`src/rtl/ysyx_24100006_pkg.sv`:
```
// rtl/ysyx_24100006_pkg.sv - shared IFU state encoding, reset PC and PC increment helper
package ysyx_24100006_pkg;

  typedef enum logic [1:0] {
    IFU_IDLE = 2'd0,
    IFU_REQ  = 2'd1,
    IFU_WAIT = 2'd2,
    IFU_OUT  = 2'd3
  } ifu_state_e;

  localparam logic [31:0] IFU_RESET_PC = 32'h3000_0000;

  // Plain 32-bit add: 0xFFFF_FFFC wraps to 0 with no carry out.
  function automatic logic [31:0] pc_inc(input logic [31:0] pc);
    return pc + 32'd4;
  endfunction

endpackage

```
`src/rtl/ysyx_24100006_ifu.sv`:
```
// rtl/ysyx_24100006_ifu.sv - single-outstanding instruction fetch unit; YSYX_24100006_IFU_PC_OUT_EN adds pc_o
module ysyx_24100006_ifu
  import ysyx_24100006_pkg::*;
#(
  parameter logic [31:0] RESET_PC = IFU_RESET_PC
) (
  input  logic        clk,
  input  logic        reset,
  input  logic        redirect_i,
  input  logic [31:0] redirect_pc_i,
  input  logic        irq_i,
  input  logic [3:0]  irq_no_i,
  output logic        mem_req_valid_o,
  input  logic        mem_req_ready_i,
  output logic [31:0] mem_req_addr_o,
  input  logic        mem_rsp_valid_i,
  input  logic [31:0] mem_rsp_data_i,
  output logic        out_valid,
  input  logic        out_ready,
  output logic [31:0] instruction_o,
  output logic [31:0] pc_add_4_o,
  output logic        irq_o,
  output logic [3:0]  irq_no_o
`ifdef YSYX_24100006_IFU_PC_OUT_EN
  ,
  output logic [31:0] pc_o
`endif
);

  ifu_state_e  r_state;
  ifu_state_e  w_state_nxt;
  logic [31:0] r_pc;
  logic [31:0] w_pc_nxt;
  logic        r_drop;
  logic        w_drop_nxt;
  logic        w_capture;

  logic [31:0] r_instr;
  logic [31:0] r_pc_add_4;
  logic        r_irq;
  logic [3:0]  r_irq_no;

  always_ff @(posedge clk or posedge reset) begin
    if (reset) begin
      r_state <= IFU_IDLE;
      r_pc    <= RESET_PC;
      r_drop  <= 1'b0;
    end else begin
      r_state <= w_state_nxt;
      r_pc    <= w_pc_nxt;
      r_drop  <= w_drop_nxt;
    end
  end

  always_comb begin
    w_state_nxt = r_state;
    w_pc_nxt    = r_pc;
    w_drop_nxt  = r_drop;
    w_capture   = 1'b0;
    case (r_state)
      IFU_IDLE: begin
        w_state_nxt = IFU_REQ;
        if (redirect_i) w_pc_nxt = redirect_pc_i;
      end
      IFU_REQ: begin
        if (redirect_i) w_pc_nxt = redirect_pc_i;
        // A redirect racing the accepted request poisons that fetch.
        if (mem_req_ready_i) begin
          w_state_nxt = IFU_WAIT;
          w_drop_nxt  = redirect_i;
        end
      end
      IFU_WAIT: begin
        if (redirect_i) w_pc_nxt = redirect_pc_i;
        if (mem_rsp_valid_i) begin
          w_drop_nxt = 1'b0;
          if (redirect_i || r_drop) begin
            w_state_nxt = IFU_REQ;
          end else begin
            w_state_nxt = IFU_OUT;
            w_capture   = 1'b1;
          end
        end else if (redirect_i) begin
          w_drop_nxt = 1'b1;
        end
      end
      IFU_OUT: begin
        // Redirect wins over a simultaneous consumer handshake.
        if (redirect_i) begin
          w_state_nxt = IFU_REQ;
          w_pc_nxt    = redirect_pc_i;
        end else if (out_ready) begin
          w_state_nxt = IFU_REQ;
          w_pc_nxt    = pc_inc(r_pc);
        end
      end
      default: w_state_nxt = IFU_IDLE;
    endcase
  end

  always_ff @(posedge clk or posedge reset) begin
    if (reset) begin
      r_instr    <= '0;
      r_pc_add_4 <= '0;
      r_irq      <= 1'b0;
      r_irq_no   <= '0;
    end else if (w_capture) begin
      r_instr    <= mem_rsp_data_i;
      r_pc_add_4 <= pc_inc(r_pc);
      r_irq      <= irq_i;
      r_irq_no   <= irq_no_i;
    end
  end

`ifdef YSYX_24100006_IFU_PC_OUT_EN
  logic [31:0] r_pc_out;

  always_ff @(posedge clk or posedge reset) begin
    if (reset) begin
      r_pc_out <= '0;
    end else if (w_capture) begin
      r_pc_out <= r_pc;
    end
  end

  assign pc_o = r_pc_out;
`endif

  assign mem_req_valid_o = (r_state == IFU_REQ);
  assign mem_req_addr_o  = r_pc;
  assign out_valid       = (r_state == IFU_OUT);
  assign instruction_o   = r_instr;
  assign pc_add_4_o      = r_pc_add_4;
  assign irq_o           = r_irq;
  assign irq_no_o        = r_irq_no;

endmodule

```
`config.mk`:
```
export PLATFORM = sky130hd
export DESIGN_NAME = ysyx_24100006_ifu
export DESIGN_NICKNAME = d
export VERILOG_FILES = /design/src/rtl/ysyx_24100006_pkg.sv /design/src/rtl/ysyx_24100006_ifu.sv
export SDC_FILE = /design/constraint.sdc
export NUM_CORES = 1
export LEC_CHECK = 0
export ABC_AREA = 1
export CAP_MARGIN = 20
export CORE_ASPECT_RATIO = 1.2
export CORE_UTILIZATION = 45
export CTS_BUF_LIST = sky130_fd_sc_hd__clkbuf_16
export CTS_CLUSTER_DIAMETER = 100
export DETAILED_ROUTE_END_ITERATION = 16
export PLACE_DENSITY = 0.79
export SETUP_SLACK_MARGIN = 0.15
export SLEW_MARGIN = 20
export SYNTH_ARGS = -nofsm -noshare
export SYNTH_HDL_FRONTEND = slang
export SYNTH_SLANG_ARGS = --single-unit
export TNS_END_PERCENT = 5
```
`constraint.sdc`:
```
create_clock -name clk -period 4.53 [get_ports clk]
set_input_delay 0.453 -clock clk [delete_from_list [all_inputs] [get_ports clk]]
set_output_delay 0.453 -clock clk [all_outputs]
set_load 0.1 [all_outputs]
```
# Yosys cells after proc, flatten, opt, wreduce, memory -nomap -nowiden
# Cells that the tools add are included.
totals:
  register_bits: 104
  in_bits: 75
  output_inout_bits: 103
  wordCells: 40
op_classes:
  add_sub_neg: 1
  eq_ne: 8
  n_mux: 17
  reduce_logical: 7
ops:
  columns: ["cell", "count"]
  rows:
  - ["32-bit 2-to-1 mux", 3]
  - ["32-bit one-hot mux with 2 select lines", 1]
  - ["32-bit by 3-bit adder with 32-bit output, second input constant", 1]
  - ["2-bit 2-to-1 mux", 5]
  - ["2-bit one-hot mux with 4 select lines", 1]
  - ["1-bit 2-to-1 mux", 6]
  - ["3-bit AND reduction", 2]
  - ["2-bit == test, second input constant", 2]
  - ["2-bit by 1-bit != test with 1-bit output, second input constant", 2]
  - ["3-bit by 2-bit != test with 1-bit output, second input constant", 1]
  - ["3-bit != test, second input constant", 1]
  - ["3-bit OR reduction", 1]
  - ["2-bit by 1-bit == test with 1-bit output, second input constant", 1]
  - ["2-bit zero test", 1]
  - ["2-bit != test, second input constant", 1]
  - ["1-bit one-hot mux with 2 select lines", 1]
  - ["2-bit AND reduction", 1]
  - ["2-bit nonzero test", 1]
  - ["1-bit logical OR", 1]

# Depth between registers and ports, before layout
depth:
  ltp_word: 4
  ltp_mapped: 10
  mapped_depth_nobuf: 10

# Worst setup path after synthesis
# Ideal clock, no wire load.
synth_path:
  path_kind: "reg-to-reg"
  startpoint: "reg r_state[0]"
  endpoint: "reg r_pc[5], in the netlist mem_req_addr_o[5]"
  setup_time_ns: 0.128
  arrival_time_ns: 2.128
  t_required_ns: 4.402
  slack_ns: 2.274
  stages_incl_launch_ff: 10
  n_path_buf: 1
  cell_sequence: "dfrtp_1 -> ha_1 -> inv_1 -> nor2_4 -> nand2_2 -> o21ai_4 -> inv_2 -> buf_6 -> o21ai_0 -> o22ai_1"
synth_lines:
  columns: ["item", "line_no", "source"]
  rows:
  - ["start: declaration", "ysyx_24100006_ifu.sv:30", "ifu_state_e r_state;"]
  - ["start signal: assignment", "ysyx_24100006_ifu.sv:49", "r_state <= w_state_nxt;"]
  - ["2-bit == test (*)", null, null]
  - ["named net out_valid", "ysyx_24100006_ifu.sv:18", "output logic out_valid,"]
  - ["3-bit by 2-bit != test with 1-bit output (no source line)", null, null]
  - ["2-bit AND reduction (no source line)", null, null]
  - ["end signal: assignment", "ysyx_24100006_ifu.sv:50", "r_pc <= w_pc_nxt;"]
  - ["end: declaration", "ysyx_24100006_ifu.sv:32", "logic [31:0] r_pc;"]
# The timed path passes the listed nets; every way through them passes the cells marked *.
# A chain may end at the register's enable or synchronous reset.

# Worst setup path after layout
layout_path:
  startpoint: "reg r_state[1]"
  endpoint: "out mem_req_valid_o"
layout_between:
  elab_chain_len: 1
layout_lines:
  columns: ["item", "line_no", "source"]
  rows:
  - ["2-bit by 1-bit == test with 1-bit output", "ysyx_24100006_ifu.sv:129", "assign mem_req_valid_o = (r_state == IFU_REQ);"]
  - ["end: declaration", "ysyx_24100006_ifu.sv:13", "output logic mem_req_valid_o,"]
# No other way between the ends.

==> flow_summary.ini <==
[worst_setup_path]
rr_worst_depth = 5
worstSetupEndpointType = output port
start_kind = flop
crit_fanout = 4
crit_arrival_ns = 2.21
startpoint = r_state[1]$_DFFE_PP0P_
path_class = flop to output port
r2r_end = mem_req_addr_o[9]$_DFFE_PP0P_
r2r_slack_ns = 2.28
r2r-start = r_state[0]$_DFFE_PP0P_
endpoint = mem_req_valid_o
required_ns = 4.08

[yosys]
seq_area_frac_synth = 0.488
syn_area_um2 = 5340
syn_avg_cell_area_um2 = 7.36
ys_async_sr_fraction = 1.00
synth_flop_cell = dfrtp_1
synth_nets = 805
yosysWarnings = 0
synthCells = 725
synth_seq_cells = 104
synth_edf_count = 0
ys_types = 31

[place]
place_congestion = 0.912
dp_hpwl_um = 10700
io_buffer_count = 177
place_ws_ns = 1.83

[floorplan]
core_um2 = 11600
dieArea_um2 = 12300
die_w_um = 101
rows = 43
boundaryPins = 178
die_h_um = 121
start_util = 0.462

[timing]
fin_ws_ns = 1.87
finalSetupTns_ns = 0
setup_viol = 0
fin_crit_ns = 2.66
hold_viol = 0
finClkSkew_ns = 0.00595
slew_headroom = 0.289
slew_viol_final = 0
rsz0062_at_grt = false
fmax_mhz = 376
tightest_slew_ns = 1.06
fin_crit_sh = 0.587

[clocking]
post-cts-setup-buffers = 0
cts_max_level = 3
path_clk_slew_ns = 0.07
ctsResizeCount = 0
clkLatencyLatePin_ns = 0.34
root_buffer = clkbuf_16
cts_buffers = 9
cts_tree = yes
cts_hold_buf = 0
cts.sinks = 104
clockBufferDepth = 2

[layout]
ff_latch_area_um2 = 2610
syn2layout_area_growth_pct = 40.8
nets = 971
utilization = 0.650
fill_cells = 1026
antenna_cells = 0
multi_input_area_um2 = 2420
drive_gt1_frac = 0.0458

[grt]
track_usage = 0.249
grt_pass1_wl_um = 23500
grt_pass1_vias = 4799
overflow = 0
grt_max_degree = 79
antenna_found_initial = 0

[routing]
route.detailed.drc = 0
wire_per_inst_um = 14.0
vias_per_cell = 4.88
detail-route-antenna-nets = 0
drt_iter0_markers = 279
route.vias.total = 5134
totalWireLength_um = 14800
first_pass_iters = 6

[hold_path]
whs_path_depth = 2
hold_class = flop to flop

[run]
cap_violations = 0

[outcome]
outcome = finished clean
registers in the layout, summed over array words and instances, names as in the netlist:
name	count
r_drop	1
irq_no_o	4
r_state	2
irq_o	1
instruction_o	32
mem_req_addr_o	32
pc_add_4_o	32
worst max-delay path: stages (launching register included):
cell             delay [ns]
dfrtp_1                0.42
inv_1                  0.09
ha_1                   0.20
clkdlybuf4s50_1        1.15
worst min path at each step:
stage / from / to / slack [ns]
floorplan: r_drop$_DFFE_PP0P_ / r_drop$_DFFE_PP0P_ / 0.47
global placement: instruction_o[29]$_DFFE_PP0P_ / instruction_o[29]$_DFFE_PP0P_ / 0.45
detailed placement: instruction_o[23]$_DFFE_PP0P_ / instruction_o[23]$_DFFE_PP0P_ / 0.46
CTS: instruction_o[21]$_DFFE_PP0P_ / instruction_o[21]$_DFFE_PP0P_ / 0.47
global route: irq_no_o[3]$_DFFE_PP0P_ / irq_no_o[3]$_DFFE_PP0P_ / 0.49
finish: instruction_o[2]$_DFFE_PP0P_ / instruction_o[2]$_DFFE_PP0P_ / 0.47
metrics by stage:
stage | area [µm²] | cells | hold slack (ns)
2_1_floorplan | 5340 | 725 | 0.471
3_3_place_gp | 7190 | 1037 | 0.453
3_5_place_dp | 7190 | 1037 | 0.457
4_1_cts | 7520 | 1052 | 0.474
5_1_grt | 7520 | 1052 | 0.491
6_report | 7520 | 1052 | 0.470
routing by layer:
metal	up-vias	wire length [µm]	GRT usage
met4	0	350	0.0851
met5	-	0	0
met1	2356	6330	0.312
met2	176	7040	0.416
li1	2577	-	-
met3	25	1030	0.0616
kinds of logic after synthesis:
group                      synth area share
AOI/OAI and AO/OA                    0.0579
xor gates and xnor gates             0.0115
adders and majority gates            0.0117
buffers and inverters                0.0600
DFF                                   0.488
muxes                               0.00211
and+or+nand+nor                       0.369
Yosys cell counts, types with 2 or more instances:
master    number  area [µm²]
nand2_1      329        1230
dfrtp_1      102        2550
nor2_1        92         345
inv_1         43         161
nand3_1       42         210
buf_2         13        65.1
o21ai_0       13        65.1
o21ai_1       12        60.1
a21oi_1       11        55.1
buf_4          9        67.6
o21a_1         9        67.6
xor2_1         7        61.3
nor2_4         6        67.6
ha_1           5        62.6
nor2_2         5        31.3
o22ai_1        5        31.3
nand2_2        4        25.0
dfstp_2        2        52.6
inv_2          2        7.51
nand3b_1       2        15.0
nand4_1        2        12.5
cell usage in the layout, fill, tap and decap left out, drive strengths merged, types with 7 or more instances in the layout:
master and n:
a21oi 11, clkbuf 9, clkdlybuf4s50 177, dfrtp 102
inv 46, nand2 334, nand3 43, nor2 103
o21a 9, o21ai 26, xor2 7
layout make-up:
cell class | count | area share
multi-input combinational | 551 | 0.322
tap | 157 | 0.0261
clock buffer | 9 | 0.0300
timing repair buffer | 180 | 0.239
sequential | 104 | 0.347
inverter | 45 | 0.0228
clock inverter | 6 | 0.0141
Power is left out: the tool's default activity adds up to more than one toggle a clock period on the data nets, which glitch-free logic cannot reach.
